**src/rtl/mux7_rr_arbiter.sv**
```systemverilog
// ---------------------------------------------------------------------------
// mux7_rr_arbiter
//
// Round-robin arbiter that shares one 7:1 single-bit mux channel among seven
// requesters. One requester is granted at a time. The registered select code
// steers the mux: 3'b000..3'b110 pick input 0..6, and 3'b111 means idle with
// the output forced to 0. No requester can hold the channel for more than
// HOLD_MAX consecutive cycles.
//
// Parameters
//   HOLD_MAX   maximum consecutive cycles per grant (legal range 1..255)
//
// Ports
//   Clock      input   1  system clock, rising edge
//   Resetn     input   1  asynchronous active-low reset
//   enable     input   1  arbitration enable; low forces release and idle
//   req        input   7  level-sensitive request per requester
//   data       input   7  data bit per requester, data[i] pairs with req[i]
//   sel        output  3  registered mux select, 3'b111 when idle
//   grant      output  7  registered one-hot grant, zero when idle
//   out_bit    output  1  data[sel] while granted, else 0 (combinational)
//   out_valid  output  1  high while a grant is active
//   busy       output  1  same as out_valid (status LED)
//   state_dbg  output  1  current FSM state (0 = IDLE, 1 = GRANT)
//   ptr_dbg    output  3  round-robin search start pointer (0..6)
//
// Handshake: req[i] is a level. A grant is a registered response that
// appears one edge after the request is sampled. The requester keeps req[i]
// high for as long as it wants the channel, and dropping it releases the
// channel at the next edge. out_valid qualifies out_bit in every cycle.
// ---------------------------------------------------------------------------
module mux7_rr_arbiter #(
    parameter int unsigned HOLD_MAX = 8
) (
    input  logic       Clock,
    input  logic       Resetn,
    input  logic       enable,
    input  logic [6:0] req,
    input  logic [6:0] data,
    output logic [2:0] sel,
    output logic [6:0] grant,
    output logic       out_bit,
    output logic       out_valid,
    output logic       busy,
    output logic       state_dbg,
    output logic [2:0] ptr_dbg
);

    typedef enum logic {
        IDLE  = 1'b0,
        GRANT = 1'b1
    } state_t;

    localparam logic [2:0] SEL_IDLE  = 3'b111;
    // Value of the hold counter during the last cycle a grant may last.
    localparam logic [7:0] HOLD_LAST = 8'(HOLD_MAX - 1);

    state_t     state_q, state_d;
    logic [2:0] sel_q,   sel_d;
    logic [6:0] grant_q, grant_d;
    logic [2:0] ptr_q,   ptr_d;
    logic [7:0] hold_q,  hold_d;

    logic [7:0] req_ext;
    logic [7:0] data_ext;
    logic [2:0] ptr_rel;
    logic [3:0] win_idle;
    logic [3:0] win_rel;
    logic       release_now;

    // Round-robin search. Returns {found, index}. The candidate at offset 0
    // from start has the highest priority, and the scan wraps 6 -> 0. The
    // loop runs from the far end back so that the nearest hit is written last.
    function automatic logic [3:0] search(input logic [6:0] r, input logic [2:0] start);
        logic [7:0] r_ext;
        logic [3:0] idx;
        logic [3:0] res;
        r_ext = {1'b0, r};
        res   = 4'b0000;
        for (int k = 6; k >= 0; k--) begin
            idx = {1'b0, start} + 4'(k);
            if (idx >= 4'd7) begin
                idx = idx - 4'd7;
            end
            if (r_ext[idx[2:0]]) begin
                res = {1'b1, idx[2:0]};
            end
        end
        return res;
    endfunction

    // The top bit is padding, so indexing with sel==3'b111 reads a constant 0.
    assign req_ext  = {1'b0, req};
    assign data_ext = {1'b0, data};

    // Pointer after releasing the current holder. The holder itself becomes
    // the last candidate of the next search.
    assign ptr_rel  = (sel_q == 3'd6) ? 3'd0 : sel_q + 3'd1;

    assign win_idle = search(req, ptr_q);
    assign win_rel  = search(req, ptr_rel);

    assign release_now = !req_ext[sel_q] || (hold_q == HOLD_LAST) || !enable;

    // ------------------------------------------------------------------
    // State register
    // ------------------------------------------------------------------
    always_ff @(posedge Clock or negedge Resetn) begin
        if (!Resetn) begin
            state_q <= IDLE;
            sel_q   <= SEL_IDLE;
            grant_q <= 7'b0;
            ptr_q   <= 3'd0;
            hold_q  <= 8'd0;
        end else begin
            state_q <= state_d;
            sel_q   <= sel_d;
            grant_q <= grant_d;
            ptr_q   <= ptr_d;
            hold_q  <= hold_d;
        end
    end

    // ------------------------------------------------------------------
    // Next-state logic
    // ------------------------------------------------------------------
    always_comb begin
        state_d = state_q;
        sel_d   = sel_q;
        grant_d = grant_q;
        ptr_d   = ptr_q;
        hold_d  = hold_q;

        case (state_q)
            IDLE: begin
                if (enable && win_idle[3]) begin
                    state_d = GRANT;
                    sel_d   = win_idle[2:0];
                    grant_d = 7'(1) << win_idle[2:0];
                    hold_d  = 8'd0;
                end
            end

            GRANT: begin
                if (release_now) begin
                    // The pointer advances on every release, including one
                    // forced by enable going low.
                    ptr_d = ptr_rel;
                    if (enable && win_rel[3]) begin
                        // Back-to-back handover with no idle gap. A sole
                        // requester at its hold limit lands here and is
                        // re-granted to itself with a fresh hold count.
                        state_d = GRANT;
                        sel_d   = win_rel[2:0];
                        grant_d = 7'(1) << win_rel[2:0];
                        hold_d  = 8'd0;
                    end else begin
                        state_d = IDLE;
                        sel_d   = SEL_IDLE;
                        grant_d = 7'b0;
                        hold_d  = 8'd0;
                    end
                end else begin
                    hold_d = hold_q + 8'd1;
                end
            end

            default: begin
                state_d = IDLE;
                sel_d   = SEL_IDLE;
                grant_d = 7'b0;
                hold_d  = 8'd0;
            end
        endcase
    end

    // ------------------------------------------------------------------
    // Outputs
    // ------------------------------------------------------------------
    assign sel       = sel_q;
    assign grant     = grant_q;
    assign out_valid = (state_q == GRANT);
    assign busy      = out_valid;
    // The only combinational path: data to out_bit through the registered select.
    assign out_bit   = out_valid & data_ext[sel_q];
    assign state_dbg = state_q;
    assign ptr_dbg   = ptr_q;

endmodule

```
**config.mk**
```make
export PLATFORM = sky130hd
export DESIGN_NAME = mux7_rr_arbiter
export DESIGN_NICKNAME = d
export VERILOG_FILES = /design/src/rtl/mux7_rr_arbiter.sv
export SDC_FILE = /design/constraint.sdc
export NUM_CORES = 1
export LEC_CHECK = 0
export CAP_MARGIN = 30
export CORE_MARGIN = 4
export CORE_UTILIZATION = 56
export DETAILED_ROUTE_END_ITERATION = 10
export MAX_ROUTING_LAYER = met4
export PLACE_DENSITY = 0.8
export SETUP_SLACK_MARGIN = 0.4
export SLEW_MARGIN = 40
export SYNTH_ARGS = -nofsm -noshare
export SYNTH_HDL_FRONTEND = slang
export SYNTH_SLANG_ARGS = --single-unit
```
**constraint.sdc**
```tcl
create_clock -name Clock -period 3.9 [get_ports Clock]
set_clock_uncertainty 0.05 [all_clocks]
set_input_delay 0.975 -clock Clock [delete_from_list [all_inputs] [get_ports Clock]]
set_output_delay 0.975 -clock Clock [all_outputs]
set_load 0.1 [all_outputs]
```
==> metrics <==
global route total overflow=0; commonest cells in the synthesized netlist=44 x o21ai_0, 43 x nand2_1, 36 x nor2_1; drt initial violations=676; RSZ-0062 raised after global routing=true; Post-Syn Nets=692; Initial Util=58.9%; crit end category=flop; vias per cell=7.11; clk sink count=22; initial antenna violation count=0; status=complete, but fails checks; R2R Path Start=sel[1]; Clock H-tree levels=1; sum of negative setup slack=-1.51 ns; failing checks=setup timing; hold buffers post-CTS=0; critical path data arrival time=4.21 ns; clock latency on the worst-skew pair=0.28 ns; Final Hold Fails=0; filler cell count=536; Yosys cell types=95; gpl congestion=1.02; Slew headroom=58.9%; Core Area=8380 um^2; post-synthesis sequential area ratio=11.2%; syn avg cell area=7.60 um^2; start point of the critical path=sel[1]; min Tclk post-route=4.08 ns; Total GRT Usage=38.5%; vias in the first global route=6157; ANT nets after route=0; Final Max Tran Viols=0; CTS clk-pin slew, worst paths=0.09 ns; CTS tree=done; DRT Pass-1 Iters=6; Vias=6389; EDFF count, synth=0; share of cells above drive strength 1=38.2%; critical path startpoint category=flop; IO Pins=34; Root Driver=clkbuf_8; wire per inst=23.1 um; CTS buffer count=3; DP HPWL=14500 um; worst hold path startpoint=grant[4]; max cap viols=0; Die Area=10400 um^2; CP required=4.03 ns; cell area after synthesis=4940 um^2; Critical Path Max Stage Delay=0.66 ns; die height=102 um; FMAX=245 MHz; post-synth top area share=9.63%; synth warn=0; final wirelength=20800 um; period utilisation layout=105%; HP Class=reg2reg; most area-hungry cell type in the Yosys netlist=dfrtp_1; Synth Instances=650; largest net degree at the start of global routing=30; Remaining DRCs=0; synth top area cells=dfrtp_1 9.6%, mux2i_1 6.7%, ha_1 5.8%; Synth Flop Type=dfrtp_1; Worst Path Max Fanout=6; slowest CP cell=dfstp_4; Setup WS post-layout=-0.180 ns; first-pass GRT wire length=30800 um; n_diodes=0; count leader, synth=o21ai_0; nets=836; CP Cell Sequence=or3b_4 > nand2_8 > buf_12 > inv_8 > ha_4 > or4_4 > a21oi_4 > a2111oi_4 > buf_4 > buf_4 > mux2i_1 > a311o_1 > a31oi_2 > o21ai_2 > or3b_4 > o31ai_1; CTS max path bufs=2; area growth from synthesis to final layout=39.4%; fraction of registers with async set/reset=100%; crit path kind=reg2reg; FF+latch count, synth=22; Rows=33; Die X=102 um; Setup Viol. Count Final=10; actual slew at the worst max-slew pin=0.599 ns; PortBufs=33
-- worst paths after layout --
check | slack [ns] | end | cells after the start
max | -0.18 | grant[6] | 16
max reg2reg | -0.18 | grant[6] | 16
min in group asynchronous | 1.01 | ptr_dbg[1] | 2
max in group asynchronous | 2.51 | sel[2] | 2
min reg2reg | 0.47 | grant[4] | 2
min | 0.47 | grant[4] | 2
-- cells in the final DEF (no fill, tap or decap), types with 6 or more instances in the layout --
cell type        Yosys  layout
buf_4                5     158
nand2_1             43      41
o21ai_0             44      39
nor2_1              36      35
mux2i_1             33      30
a21oi_1             31      25
inv_1               28      23
nand2b_1            24      22
nand3_1             18      17
dfrtp_1             19      16
ha_1                23      15
nor2b_1             16      13
nor3b_1             12      12
clkdlybuf4s50_1      0      12
mux2_2              14      11
o211ai_1            11      11
o21a_1              10      10
nor3_1              12       9
nand3b_1             9       9
a21o_1               7       7
a211o_1              8       7
and2_1               8       7
a32oi_1              7       7
a31oi_1             12       7
ha_4                 0       7
buf_2               18       7
o31ai_1              9       6
a211oi_1             9       6
o21ai_1              6       6
or2_2                6       6
-- worst max-delay path, delay by kind of cell, from the launching register on --
family	cells	cell delay [ns]
buffers and inverters	4	0.48
adders and majority gates	1	0.15
and+or+nand+nor	4	1.47
muxes	1	0.14
AOI/OAI and AO/OA	6	1.00
DFF	1	0.66
-- metrics by stage --
step | hold slack (ns) | setup slack [ns] | cell area, um^2 | utilization (%) | std cells
after floorplan | 0.422 | -0.296 | 5080 | - | 650
after global placement | 0.450 | -0.358 | 6340 | 75.6 | 879
after detailed placement | 0.457 | -0.389 | 6300 | 75.2 | 879
after CTS | 0.474 | -0.107 | 6580 | 78.5 | 890
after global routing | 0.488 | -0.337 | 6880 | 82.1 | 898
final | 0.468 | -0.180 | 6880 | 82.1 | 898
-- layout make-up --
| cell class | count | area [um^2] | area share [%] |
|---|---|---|---|
| Sequential cell | 22 | 569 | 8.27 |
| Inverter | 30 | 123 | 1.78 |
| Timing Repair Buffer | 189 | 1510 | 22.0 |
| Clock inverter | 1 | 30.0 | 0.436 |
| Clock buffer | 3 | 41.3 | 0.600 |
| Multi-Input combinational cell | 548 | 4470 | 65.0 |
| Tap cell | 105 | 131 | 1.91 |
-- repair_timing --
action	CTS	global route
pin swaps	16	14
buffers inserted	7	8
resized for setup	37	55
endpoints found under the setup margin	19	19
-- cell families after synthesis --
group | count (synthesis) | share of synthesized area [%]
AOI/OAI and AO/OA | 241 | 35.6
and+or+nand+nor | 224 | 26.3
muxes | 51 | 11.7
DFF | 22 | 11.2
xor gates and xnor gates | 7 | 1.24
adders and majority gates | 25 | 6.64
buffers and inverters | 80 | 7.37
-- routing by layer --
metal / up-vias / wire [um] / GRT usage [%] / part of all wire (%)
met5: - / 0 / - / 0
met4: 0 / 1590 / 18.6 / 7.7
met3: 181 / 2230 / 4.64 / 11
met2: 475 / 9550 / 63.0 / 46
met1: 2951 / 7400 / 47.1 / 36
li1: 2782 / - / - / -
-- flip-flops by register name, summed over array words and instances (netlist names) --
name / count
grant: 7
busy: 1
ptr_dbg: 3
hold_q: 8
sel: 3
Power is left out: the tool's default activity adds up to more than one toggle a clock period on the data nets, which glitch-free logic cannot reach.
